$ cat src/rtl/synth_pkg.sv
// Shared definitions for the synth voice datapath: envelope states and
// level scaling constants.
package synth_pkg;

  typedef enum logic [2:0] {
    IDLE    = 3'd0,
    ATTACK  = 3'd1,
    DECAY   = 3'd2,
    SUSTAIN = 3'd3,
    RELEASE = 3'd4
  } env_state_t;

  // Full-scale envelope level and the shift that maps level to unity gain.
  localparam logic [15:0] ENV_MAX   = 16'hFFFF;
  localparam int          ENV_SHIFT = 16;

endpackage

$ cat src/rtl/env_vca.sv
// Registered signed amplitude scaler: sample_out = (sample_in * level) >>> 16,
// updated once per step_in tick, with a one-cycle valid pulse.
module env_vca
  import synth_pkg::*;
#(
  parameter int LEVEL_W = 16
) (
  input  logic                      clk_in,
  input  logic                      rst_in,
  input  logic                      step_in,
  input  logic signed [31:0]        sample_in,
  input  logic        [LEVEL_W-1:0] level,
  output logic signed [31:0]        sample_out,
  output logic                      valid_out
);

  localparam int PROD_W = 32 + LEVEL_W + 1;

  // The level is zero-extended so the multiply stays signed without
  // treating full-scale levels as negative.
  logic signed [LEVEL_W:0]   level_s;
  logic signed [PROD_W-1:0]  product;
  logic                      unused_product_bits;

  assign level_s = $signed({1'b0, level});
  assign product = sample_in * level_s;

  // Bits above the result window are redundant sign bits; the low bits are
  // the truncated fraction (arithmetic shift rounds toward minus infinity).
  assign unused_product_bits = ^{product[PROD_W-1:ENV_SHIFT+32], product[ENV_SHIFT-1:0]};

  // Output register: capture the scaled sample on each tick, pulse valid.
  always_ff @(posedge clk_in) begin
    if (rst_in) begin
      sample_out <= '0;
      valid_out  <= 1'b0;
    end else begin
      valid_out <= step_in;
      if (step_in) begin
        sample_out <= product[ENV_SHIFT+31:ENV_SHIFT];
      end
    end
  end

endmodule

$ cat src/rtl/adsr_envelope.sv
// Per-voice ADSR envelope generator. Gate edges steer the state machine on
// every clock; level arithmetic advances only on step_in ticks without a gate
// edge. The oscillator sample is scaled by the pre-update level of each tick.
module adsr_envelope
  import synth_pkg::*;
#(
  parameter int LEVEL_W = 16
) (
  input  logic                      clk_in,
  input  logic                      rst_in,
  input  logic                      step_in,
  input  logic                      gate_in,
  input  logic        [LEVEL_W-1:0] attack_rate_in,
  input  logic        [LEVEL_W-1:0] decay_rate_in,
  input  logic        [LEVEL_W-1:0] sustain_level_in,
  input  logic        [LEVEL_W-1:0] release_rate_in,
  input  logic signed [31:0]        sample_in,
  output logic signed [31:0]        sample_out,
  output logic                      valid_out,
  output logic        [LEVEL_W-1:0] env_out,
  output logic                      active_out
);

  localparam logic [LEVEL_W-1:0] LEVEL_MAX = LEVEL_W'(ENV_MAX);

  env_state_t         state_reg, state_next;
  logic [LEVEL_W-1:0] level_reg, level_next;
  logic               gate_q;
  logic               gate_rise, gate_fall;

  // Attack sum carries one extra bit so overflow past full scale is visible;
  // decay difference carries a sign bit so it can go below zero without wrap.
  logic        [LEVEL_W:0]   attack_sum;
  logic signed [LEVEL_W+1:0] decay_diff;
  logic signed [LEVEL_W+1:0] sustain_s;

  assign gate_rise  = gate_in & ~gate_q;
  assign gate_fall  = ~gate_in & gate_q;
  assign attack_sum = {1'b0, level_reg} + {1'b0, attack_rate_in};
  assign decay_diff = $signed({2'b00, level_reg}) - $signed({2'b00, decay_rate_in});
  assign sustain_s  = $signed({2'b00, sustain_level_in});

  // State, level and gate history registers.
  always_ff @(posedge clk_in) begin
    if (rst_in) begin
      state_reg <= IDLE;
      level_reg <= '0;
      gate_q    <= 1'b0;
    end else begin
      state_reg <= state_next;
      level_reg <= level_next;
      gate_q    <= gate_in;
    end
  end

  // Next-state and level update: a gate edge takes priority and freezes the
  // level for that cycle; otherwise a tick advances the current phase.
  always_comb begin
    state_next = state_reg;
    level_next = level_reg;
    if (gate_rise) begin
      state_next = ATTACK;
    end else if (gate_fall) begin
      if (state_reg == ATTACK || state_reg == DECAY || state_reg == SUSTAIN) begin
        state_next = RELEASE;
      end
    end else if (step_in) begin
      case (state_reg)
        IDLE: begin
          level_next = '0;
        end
        ATTACK: begin
          if (attack_sum >= {1'b0, LEVEL_MAX}) begin
            level_next = LEVEL_MAX;
            state_next = DECAY;
          end else begin
            level_next = attack_sum[LEVEL_W-1:0];
          end
        end
        DECAY: begin
          if (decay_diff <= sustain_s) begin
            level_next = sustain_level_in;
            state_next = SUSTAIN;
          end else begin
            level_next = decay_diff[LEVEL_W-1:0];
          end
        end
        SUSTAIN: begin
          level_next = sustain_level_in;
        end
        RELEASE: begin
          if (level_reg <= release_rate_in) begin
            level_next = '0;
            state_next = IDLE;
          end else begin
            level_next = level_reg - release_rate_in;
          end
        end
        default: begin
          level_next = '0;
          state_next = IDLE;
        end
      endcase
    end
  end

  assign env_out    = level_reg;
  assign active_out = (state_reg != IDLE);

  env_vca #(
    .LEVEL_W (LEVEL_W)
  ) u_vca (
    .clk_in     (clk_in),
    .rst_in     (rst_in),
    .step_in    (step_in),
    .sample_in  (sample_in),
    .level      (level_reg),
    .sample_out (sample_out),
    .valid_out  (valid_out)
  );

endmodule

$ cat config.mk
export PLATFORM = sky130hd
export DESIGN_NAME = adsr_envelope
export DESIGN_NICKNAME = d
export VERILOG_FILES = /design/src/rtl/synth_pkg.sv /design/src/rtl/env_vca.sv /design/src/rtl/adsr_envelope.sv
export SDC_FILE = /design/constraint.sdc
export NUM_CORES = 2
export LEC_CHECK = 0
export CAP_MARGIN = 20
export CORE_MARGIN = 5
export CORE_UTILIZATION = 68
export DETAILED_ROUTE_END_ITERATION = 8
export GPL_TIMING_DRIVEN = 0
export PLACE_DENSITY = 0.95
export SYNTH_ARGS = -nofsm -noshare
export SYNTH_HDL_FRONTEND = slang
export SYNTH_SLANG_ARGS = --single-unit
export TNS_END_PERCENT = 30
$ cat constraint.sdc
create_clock -name clk_in -period 14.9 [get_ports clk_in]
set_clock_uncertainty 0.1 [all_clocks]
set_input_delay 1.49 -clock clk_in [delete_from_list [all_inputs] [get_ports clk_in]]
set_output_delay 1.49 -clock clk_in [all_outputs]
set_load 0.01 [all_outputs]
==> impl_metrics.env <==
export IMPL_hold_viol=0
export IMPL_synth_ff_type="dfxtp_1"
export IMPL_arrival_ps=9180
export IMPL_tns_ps=0
export IMPL_gr_usage_all_layers_pct=38.7
export IMPL_core_area_sq_um=33400
export IMPL_start_util_pct=68.6
export IMPL_reg2regPathDepth=21
export IMPL_drive_gt1_share_pct=1.37
export IMPL_period_minus_slack_ps=9080
export IMPL_ir_drop_mv=0.0489
export IMPL_critical_path_class="input port to flip-flop"
export IMPL_largest_register_ff_count=32
export IMPL_tightest_slew_ps=1090
export IMPL_worstHoldEndpoint="u_vca.sample_out[20]"
export IMPL_h_tree_depth=2
export IMPL_synthesis_instances=2687
export IMPL_crit_path_start="sample_in[10]"
export IMPL_drt_iter0_markers=2101
export IMPL_regArea_sq_um=1060
export IMPL_clock_latency_ps=310
export IMPL_syn_area_per_cell_sq_um=8.54
export IMPL_layout_nets=3606
export IMPL_finalCritPeriodShare_pct=61.0
export IMPL_leakage_nw=12.6
export IMPL_yosysWarnings=0
export IMPL_maxSlewViolCount=0
export IMPL_path_clk_slew_ps=80
export IMPL_dpl_hpwl_mm=59.8
export IMPL_r2r_start="env_out[9]"
export IMPL_p_per_area_nw_per_um2=21.5
export IMPL_grt_max_degree=18
export IMPL_antenna_found_initial=2
export IMPL_hold_depth=2
export IMPL_hold_start="u_vca.sample_out[20]"
export IMPL_cp_end_kind="flip-flop"
export IMPL_max_freq_ghz=0.110
export IMPL_synthesis_area_sq_um=23000
export IMPL_synth_edf_count=0
export IMPL_viasPerCell=6.17
export IMPL_synth_seq_cells=53
export IMPL_fp_dieH_microns=194
export IMPL_grt_overflow=0
export IMPL_hold_class="flip-flop to flip-flop"
export IMPL_portBuffers=148
export IMPL_die_w_microns=194
export IMPL_cts_made_buffers=5
export IMPL_area_growth_pct=9.56
export IMPL_clock_sinks=53
export IMPL_first_pass_iters=6
export IMPL_syn_nets=3451
export IMPL_ys_seq_area_share_pct=4.62
export IMPL_wirelength_mm=72.7
export IMPL_synth_async_reset_ratio_pct=0
export IMPL_whs_ps=379
export IMPL_die_area_sq_um=37500
export IMPL_cp_required_ps=15000
export IMPL_drc=0
export IMPL_post_cts_setup_buffers=0
export IMPL_fillers=2354
export IMPL_final_core_util_pct=75.2
export IMPL_routed_via_count=20310
export IMPL_cts_resized=0
export IMPL_ant_nets=0
export IMPL_path_max_fanout=10
export IMPL_ctsHoldBuffers=0
export IMPL_setup_viol=0
export IMPL_cts_tree="done"
export IMPL_r2r_slack_ps=6660
export IMPL_place_gp_congestion=0.999
export IMPL_grt_setup_unrepaired="no"
export IMPL_slew_headroom_pct=27.5
export IMPL_grt_pass1_vias=21730
export IMPL_status="complete, no violations"
export IMPL_maxCapViolations=0
export IMPL_timing_rr_end="u_vca.sample_out[28]"
export IMPL_grt_pass1_wl_mm=114
export IMPL_cts_buffer_depth=2
export IMPL_multi_input_area_sq_um=19200
export IMPL_fp_row_count=67
export IMPL_synth_cell_type_count=81
export IMPL_cts_root_buffer="clkbuf_16"
export IMPL_avgRoutedWirePerCell_microns=22.1
export IMPL_cp_start_kind="input port"
export IMPL_ios=150
## cell type report
cell class	count	share of cell area, %
well taps	448	2.23
plain buffers	106	1.62
diodes	2	0.0199
repair buffers	148	5.89
flip-flops and latches	53	4.22
clock inverters	3	0.0846
clock buffers	5	0.498
inverters	610	9.10
multi-input cells	1918	76.3
## critical path, cell delays in order
cell and delay [ps]:
clkdlybuf4s50_1 670, clkbuf_1 700, nand2_1 190, fa_1 570
inv_1 50, fa_1 480, fa_1 530, fa_1 430
fa_1 520, inv_1 50, fa_1 550, inv_1 60
ha_1 260, clkbuf_1 320, inv_1 100, nor3_1 300
nand4_1 190, a2111oi_0 780, o41ai_2 240, a211oi_1 400
nor4_1 100, nand3b_1 180
## per-stage QoR
stage / instance area, sq um / worst slack (ps) / power [mW] / cells
2_1_floorplan: 23000 / 7540 / 0.301 / 2687
3_3_place_gp: 25000 / 5700 / 0.399 / 3283
3_5_place_dp: 25000 / 5620 / 0.408 / 3283
4_1_cts: 25100 / 5920 / 0.532 / 3291
5_1_grt: 25100 / 5500 / 0.565 / 3291
6_report: 25100 / 5820 / 0.540 / 3293
## cell usage after synthesis, drive strengths merged (16+ instances only)
master  count  share of area [%]
inv       610                 10
fa        485                 42
nand2     360                5.9
and2      222                6.1
ha        179                9.8
a21oi     101                2.2
clkbuf    101                1.7
nor2       71                1.2
o21ai      68                1.5
dfxtp      53                4.6
a21o       46                1.5
xnor2      39                1.5
mux2i      28                1.2
nand2b     25               0.68
nor3       24               0.59
xor2       23               0.88
nand4      18               0.49
a211oi     16               0.55
and3       16               0.44
nand3      16               0.37
## per-layer routing
metal / routed length (microns) / up-vias / part of all wire (%) / track usage (%)
li1: - / 8596 / - / -
met3: 8690 / 451 / 12 / 10.1
met2: 33100 / 1367 / 46 / 61.5
met1: 24200 / 9894 / 33 / 46.2
met4: 6610 / 2 / 9.1 / 26.9
met5: 7 / - / 0.0096 / 0
## worst max-delay path by stage
stage | slack [ps] | cells after the start | end
after floorplan | 7540 | 21 | u_vca.sample_out[28]
after global placement | 5700 | 22 | u_vca.sample_out[28]
after detailed placement | 5620 | 22 | u_vca.sample_out[28]
after CTS | 5920 | 22 | u_vca.sample_out[28]
after global routing | 5500 | 22 | u_vca.sample_out[28]
final | 5820 | 22 | u_vca.sample_out[28]
## power breakdown
group	switching (mW)	total, mW	leakage [nW]	internal [mW]
logic	0.160	0.263	12.1	0.103
registers	0.00540	0.151	0.429	0.146
clock network	0.0628	0.126	0.0702	0.0630
total	0.228	0.540	12.6	0.312
## layout by cell type, fill, tap and decap left out, types with 13 or more instances in the layout
cell	n
nand2_1	360
mux2i_1	28
fa_1	485
o21ai_0	61
a211oi_1	15
dfxtp_1	53
nor2_1	71
and3_1	16
a21oi_1	100
nor3_1	22
xor2_1	23
clkbuf_1	101
and2_1	222
inv_1	610
o21a_1	13
clkdlybuf4s50_1	148
nand3_1	15
ha_1	179
a21o_1	46
nand4_1	18
xnor2_1	39
nand2b_1	25
## cells by family (layout without fill, tap and decap cells)
family | Yosys count | count (layout) | synth area share [%]
adders and majority gates | 664 | 664 | 52.1
muxes | 29 | 29 | 1.29
AOI/OAI and AO/OA | 354 | 354 | 10.5
buffers and inverters | 716 | 872 | 11.7
DFF | 53 | 53 | 4.62
xor gates and xnor gates | 62 | 62 | 2.37
and+or+nand+nor | 809 | 809 | 17.5
other | 0 | 2 | 0
No activity file was read; power rests on OpenSTA's default activity.
